$ cat src/rtl/sweep_pkg.sv
// Shared types and default sizes for the ping-pong sweep sequencer.
package sweep_pkg;
    localparam int SW_WIDTH   = 8;
    localparam int SW_DWELL_W = 4;
    localparam int SW_TRIP_W  = 8;

    typedef enum logic [2:0] {
        IDLE,
        UP,
        DWELL_HI,
        DOWN,
        DWELL_LO
    } state_t;
endpackage

$ cat src/rtl/sweep_if.sv
// Host-side sweep bus: configuration and command in, counter status out.
interface sweep_if
    import sweep_pkg::*;
#(
    parameter int WIDTH   = SW_WIDTH,
    parameter int DWELL_W = SW_DWELL_W,
    parameter int TRIP_W  = SW_TRIP_W
);
    logic               start;
    logic               stop;
    logic [WIDTH-1:0]   lo;
    logic [WIDTH-1:0]   hi;
    logic [DWELL_W-1:0] dwell;
    logic [TRIP_W-1:0]  trips;
    logic [WIDTH-1:0]   count;
    logic               dir;
    logic               busy;
    logic               done;
    logic               err;

    modport master (
        output start, stop, lo, hi, dwell, trips,
        input  count, dir, busy, done, err
    );

    modport slave (
        input  start, stop, lo, hi, dwell, trips,
        output count, dir, busy, done, err
    );
endinterface

$ cat src/rtl/sweep_counter.sv
// Up/down counter datapath; load has priority over counting.
module sweep_counter #(
    parameter int WIDTH = 8
) (
    input  logic             clk,
    input  logic             reset_n,
    input  logic             load,
    input  logic             en,
    input  logic             up,
    input  logic [WIDTH-1:0] load_val,
    output logic [WIDTH-1:0] count
);
    always_ff @(posedge clk or negedge reset_n) begin
        if (!reset_n)
            count <= '0;
        else if (load)
            count <= load_val;
        else if (en)
            count <= up ? count + WIDTH'(1) : count - WIDTH'(1);
    end
endmodule

$ cat src/rtl/sweep_ctrl.sv
// Ping-pong sweep sequencer: walks the counter lo->hi->lo with endpoint
// dwell, for a programmed number of round trips or forever.
module sweep_ctrl
    import sweep_pkg::*;
#(
    parameter int WIDTH   = SW_WIDTH,
    parameter int DWELL_W = SW_DWELL_W,
    parameter int TRIP_W  = SW_TRIP_W
) (
    input logic   clk,
    input logic   reset_n,
    sweep_if.slave bus
);
    state_t             state;
    logic [WIDTH-1:0]   count;
    logic [WIDTH-1:0]   lo_s, hi_s;
    logic [DWELL_W-1:0] dwell_s, dwell_cnt;
    logic [TRIP_W-1:0]  trips_s, trip_cnt;
    logic               dir_q, busy_q, done_q, err_q;
    logic               start_ok;

    assign start_ok = (state == IDLE) && bus.start && !bus.stop && (bus.lo < bus.hi);

    // The step enable follows the current state, so the edge that samples
    // stop still completes the step already in progress.
    sweep_counter #(.WIDTH(WIDTH)) u_cnt (
        .clk      (clk),
        .reset_n  (reset_n),
        .load     (start_ok),
        .en       (state == UP || state == DOWN),
        .up       (state == UP),
        .load_val (bus.lo),
        .count    (count)
    );

    always_ff @(posedge clk or negedge reset_n) begin
        if (!reset_n) begin
            state     <= IDLE;
            dir_q     <= 1'b1;
            busy_q    <= 1'b0;
            done_q    <= 1'b0;
            err_q     <= 1'b0;
            lo_s      <= '0;
            hi_s      <= '0;
            dwell_s   <= '0;
            trips_s   <= '0;
            dwell_cnt <= '0;
            trip_cnt  <= '0;
        end else begin
            done_q <= 1'b0;
            err_q  <= 1'b0;
            if (state != IDLE && bus.stop) begin
                state  <= IDLE;
                busy_q <= 1'b0;
            end else begin
                case (state)
                    IDLE: begin
                        if (start_ok) begin
                            lo_s     <= bus.lo;
                            hi_s     <= bus.hi;
                            dwell_s  <= bus.dwell;
                            trips_s  <= bus.trips;
                            trip_cnt <= '0;
                            dir_q    <= 1'b1;
                            busy_q   <= 1'b1;
                            state    <= UP;
                        end else if (bus.start && !bus.stop) begin
                            err_q <= 1'b1;
                        end
                    end
                    UP: begin
                        if (count + WIDTH'(1) == hi_s) begin
                            dwell_cnt <= '0;
                            state     <= DWELL_HI;
                        end
                    end
                    DWELL_HI: begin
                        if (dwell_cnt == dwell_s) begin
                            dir_q <= 1'b0;
                            state <= DOWN;
                        end else begin
                            dwell_cnt <= dwell_cnt + DWELL_W'(1);
                        end
                    end
                    DOWN: begin
                        if (count - WIDTH'(1) == lo_s) begin
                            dwell_cnt <= '0;
                            trip_cnt  <= trip_cnt + TRIP_W'(1);
                            state     <= DWELL_LO;
                        end
                    end
                    DWELL_LO: begin
                        if (dwell_cnt != dwell_s) begin
                            dwell_cnt <= dwell_cnt + DWELL_W'(1);
                        end else if (trips_s != '0 && trip_cnt == trips_s) begin
                            busy_q <= 1'b0;
                            done_q <= 1'b1;
                            state  <= IDLE;
                        end else begin
                            dir_q <= 1'b1;
                            state <= UP;
                        end
                    end
                    default: state <= IDLE;
                endcase
            end
        end
    end

    assign bus.count = count;
    assign bus.dir   = dir_q;
    assign bus.busy  = busy_q;
    assign bus.done  = done_q;
    assign bus.err   = err_q;
endmodule

$ cat src/flat_wrapper.sv
// flat-port wrapper written by rule: the top's interface ports become plain ports
module sweep_ctrl_flat import sweep_pkg::*;
#(
    parameter int WIDTH   = SW_WIDTH,
    parameter int DWELL_W = SW_DWELL_W,
    parameter int TRIP_W  = SW_TRIP_W
)
  (clk, reset_n, bus_start, bus_stop, bus_lo, bus_hi, bus_dwell, bus_trips, bus_count, bus_dir, bus_busy, bus_done, bus_err);
  sweep_if #(.WIDTH(WIDTH), .DWELL_W(DWELL_W), .TRIP_W(TRIP_W)) bus_i ();
  input logic clk;
  input logic reset_n;
  input wire logic [$bits(bus_i.start)-1:0] bus_start;
  input wire logic [$bits(bus_i.stop)-1:0] bus_stop;
  input wire logic [$bits(bus_i.lo)-1:0] bus_lo;
  input wire logic [$bits(bus_i.hi)-1:0] bus_hi;
  input wire logic [$bits(bus_i.dwell)-1:0] bus_dwell;
  input wire logic [$bits(bus_i.trips)-1:0] bus_trips;
  output wire logic [$bits(bus_i.count)-1:0] bus_count;
  output wire logic [$bits(bus_i.dir)-1:0] bus_dir;
  output wire logic [$bits(bus_i.busy)-1:0] bus_busy;
  output wire logic [$bits(bus_i.done)-1:0] bus_done;
  output wire logic [$bits(bus_i.err)-1:0] bus_err;
  assign bus_i.start = bus_start;
  assign bus_i.stop = bus_stop;
  assign bus_i.lo = bus_lo;
  assign bus_i.hi = bus_hi;
  assign bus_i.dwell = bus_dwell;
  assign bus_i.trips = bus_trips;
  assign bus_count = bus_i.count;
  assign bus_dir = bus_i.dir;
  assign bus_busy = bus_i.busy;
  assign bus_done = bus_i.done;
  assign bus_err = bus_i.err;
  sweep_ctrl #(.WIDTH(WIDTH), .DWELL_W(DWELL_W), .TRIP_W(TRIP_W)) u_core (.clk(clk), .reset_n(reset_n), .bus(bus_i));
endmodule
$ cat config.mk
export PLATFORM = sky130hd
export DESIGN_NAME = sweep_ctrl_flat
export DESIGN_NICKNAME = d
export VERILOG_FILES = /design/src/rtl/sweep_pkg.sv /design/src/rtl/sweep_if.sv /design/src/rtl/sweep_counter.sv /design/src/rtl/sweep_ctrl.sv /design/src/flat_wrapper.sv
export SDC_FILE = /design/constraint.sdc
export NUM_CORES = 1
export LEC_CHECK = 0
export ABC_CLOCK_PERIOD_IN_PS = 2350
export CAP_MARGIN = 20
export CELL_PAD_IN_SITES_DETAIL_PLACEMENT = 1
export CELL_PAD_IN_SITES_GLOBAL_PLACEMENT = 1
export CORE_AREA = 3 3 98 100
export CTS_BUF_LIST = sky130_fd_sc_hd__clkbuf_16
export DETAILED_ROUTE_END_ITERATION = 7
export DIE_AREA = 0 0 101 103
export PLACE_DENSITY = 0.75
export SKIP_LAST_GASP = 1
export SLEW_MARGIN = 5
export SYNTH_ARGS = -nofsm -noshare
export SYNTH_HDL_FRONTEND = slang
export SYNTH_SLANG_ARGS = --single-unit
$ cat constraint.sdc
create_clock -name clk -period 2.35 [get_ports clk]
set_input_delay 0.47 -clock clk [delete_from_list [all_inputs] [get_ports clk]]
set_output_delay 0.47 -clock clk [all_outputs]
set_load 0.02 [all_outputs]
==> impl_metrics.yaml <==
power_and_ir_drop:
  p_seq_share_pct: 31.2
  ir_drop_mv: 0.552
  power_leakage_nw: 2.20
  swShare_pct: 41.3
  clkPwrFrac_pct: 15.0
  internal_power_mw: 3.02
  switching_power_mw: 2.12
  p_per_area_nw_per_um2: 1070
  power_frac_comb_pct: 53.8
setup_path:
  crit_chain: "inv_2, ha_4, nor3b_4, buf_4, nand4b_1, a311o_1, o21a_4, or4_4, a21oi_2"
  slowest_delay_ns: 0.45
  critPathBufInv: 2
  rrSetupSlack_ns: -0.22
  cp_max_fo: 15
  path_class: "register to register"
  cp.required_ns: 2.58
  path_delay_family: "simple AND/OR/NAND/NOR gates"
  crit_arrival_ns: 2.80
  worst_setup_path_end_kind: "register"
  cp_slowest_cell: "dfrtp_2"
  start_kind: "register"
drt:
  first_iter_violations: 76
  routed_via_density: 5.43
  dr.pass1.iters: 4
  vias: 3266
  drt_wl_total_mm: 10.9
  drt-wirelength-per-cell_um: 18.2
  antenna_left: 0
  drc_errors: 0
place:
  portBuffers: 43
  dpl_cell_area_um2: 4270
  gp_congestion: 0.815
  dp_hpwl_mm: 7.42
synth:
  yosysTopAreaCell: "dfrtp_1"
  synth-edff-count: 0
  ys_seq_area_share_pct: 41.1
  synth_common_cells: "80 x nand2_1, 54 x dfrtp_1, 22 x a21oi_1, 22 x xnor2_1"
  syn_inst: 387
  synth_area_um2: 3350
  synthArstFlopShare_pct: 100
  synth_most_common_cell: "nand2_1"
  yosysWarningCount: 0
  yosys_register_bits: 55
  avgSynthCellArea_um2: 8.66
  syn_nets: 430
  ys.flop_type: "dfrtp_1"
  synth_top_area_share_pct: 40.3
  synth.area.top_cells: "dfrtp_1 40%, nand2_1 9.0%, xnor2_1 5.7%"
  ys_types: 56
finish:
  finalInstanceArea_um2: 4800
  nFillCells: 1024
  final_nets: 535
  utilization_pct: 54.8
  drive_above_1_share_pct: 25.6
  area_growth_pct: 43.2
  n_antenna_cell: 0
sta:
  tightest_slew_ns: 0.427
  clock_skew_ns: 0.0116
  hold_ws_ns: 0.0167
  period_minus_slack_ns: 2.57
  relSlewSlack_pct: 71.6
  timing.fmax_ghz: 0.389
  finalHoldViolCount: 0
  min_period_over_period_pct: 110
  maxSlewViolCount: 0
  final.setup.tns_ns: -1.69
  setup-violations-final: 13
  worst_slack_ns: -0.224
  grt_setup_unrepaired: "yes"
global_routing:
  grt_pass1_wl_mm: 17.1
  track_usage_pct: 20.8
  grt_overflow: 0
  grt_start_max_net_pins: 46
  grt_antenna_before_repair: 0
  grt_pass1_vias: 3554
floorplan:
  die-width_um: 101
  fp.dieH_um: 103
  die-area_um2: 10400
  start_util_pct: 38.2
  core.rowCount: 34
  core-area_um2: 8760
  pin_count: 44
worst_hold_path:
  hold_path_class: "input pin to async pin"
clocking:
  numClockSinks: 55
  cts_tree: "built"
  cts_max_level: 2
  cts_root_buf: "clkbuf_16"
  clockBufferDepth: 2
  cts_made_buffers: 5
  cts_hold_buf: 0
  insertion_delay_ns: 0.30
  clkTransAtPathRegs_ns: 0.08
run_status:
  violations: "setup timing"
  status: "finished, violations left"
flow_run:
  cap_violations: 0
## worst register-to-register path, stage by stage (launching register included)
cell and delay [ns]:
dfrtp_2 0.45, inv_2 0.08, ha_4 0.13, nor3b_4 0.29, buf_4 0.18, nand4b_1 0.13
a311o_1 0.41, o21a_4 0.26, or4_4 0.43, a21oi_2 0.15
## layout make-up
cell class / count / area [µm²] / share of cell area, %
clock buffer: 5 / 125 / 2.61
clock inverter: 3 / 20.0 / 0.417
inverter: 17 / 63.8 / 1.33
multi-input combinational: 296 / 2020 / 42.1
sequential: 55 / 1380 / 28.8
tap: 108 / 135 / 2.81
timing repair buffer: 117 / 1050 / 21.9
## cell usage in the layout (no fill, tap or decap), types with 3 or more instances in the layout
master / Yosys / layout
nor4_1: 4 / 4
inv_1: 17 / 14
buf_6: 1 / 3
ha_1: 11 / 7
nor2_1: 21 / 20
ha_4: 0 / 3
dlymetal6s2s_1: 0 / 3
a21o_1: 3 / 3
nand2_1: 80 / 80
xnor2_1: 22 / 21
dfrtp_2: 0 / 3
xor2_1: 16 / 16
clkdlybuf4s50_1: 0 / 37
nand2b_1: 6 / 6
buf_4: 2 / 67
nor3_1: 9 / 9
o21a_1: 5 / 3
o21ai_2: 0 / 3
a31oi_1: 4 / 3
dfrtp_1: 54 / 51
inv_2: 0 / 4
o211ai_1: 3 / 3
buf_12: 0 / 3
nand4_1: 4 / 4
clkbuf_16: 0 / 6
a21oi_2: 0 / 3
and3_1: 4 / 3
o21ai_0: 21 / 18
or3_1: 6 / 5
nand3_1: 11 / 10
a21oi_1: 22 / 19
## final timing paths
path / from / end / depth (start not counted)
max in group asynchronous: reset_n / u_core.u_cnt.count[2] / 2
min in group clk: u_core.bus.dir / u_core.bus.dir / 2
setup reg to reg: u_core.u_cnt.count[1] / u_core.trip_cnt[5] / 9
hold / removal: reset_n / u_core.lo_s[2] / 1
hold reg to reg: u_core.bus.dir / u_core.bus.dir / 2
setup / recovery: u_core.u_cnt.count[1] / u_core.trip_cnt[5] / 9
## power by group through the flow
stage | clock (mW) | sequential, mW | combinational [mW]
after floorplan | 0 | 1.59 | 1.48
after global placement | 0 | 1.58 | 2.30
after detailed placement | 0 | 1.61 | 2.41
after CTS | 0.786 | 1.60 | 2.62
after global routing | 0.819 | 1.65 | 3.04
final | 0.769 | 1.61 | 2.77
## state kept, by name, summed over array words and instances (netlist names)
name                cells
u_core.bus.busy         1
u_core.bus.dir          1
u_core.bus.done         1
u_core.bus.err          1
u_core.dwell_cnt        4
u_core.dwell_s          4
u_core.hi_s             8
u_core.lo_s             8
u_core.state            3
u_core.trip_cnt         8
u_core.trips_s          8
u_core.u_cnt.count      8
## cell families after synthesis
group / share of synthesized area (%)
compound gates: 14.6
buf+inv: 4.59
mux: 1.61
flops: 41.1
fa+ha+maj: 4.11
xor+xnor: 9.93
simple gates: 24.0
## routing by layer
layer	track usage [%]	share of wire [%]
met5	0	0
met4	5.21	1.6
met3	3.11	2.6
met2	39.7	55
met1	24.4	41
## metrics by stage
| step | total power, mW | instances | setup slack (ns) |
|---|---|---|---|
| 2_1_floorplan | 3.07 | 387 | -0.0891 |
| 3_3_place_gp | 3.88 | 572 | -0.501 |
| 3_5_place_dp | 4.01 | 572 | -0.608 |
| 4_1_cts | 5.01 | 596 | -0.178 |
| 5_1_grt | 5.50 | 601 | -0.328 |
| 6_report | 5.14 | 601 | -0.224 |
## what timing repair did
action	4_1_cts	5_1_grt
cloned	0	1
buffers inserted	16	4
gates resized for setup	26	27
pin swaps	22	21
setup endpoints to repair	47	51
No activity file was read; power rests on OpenSTA's default activity.
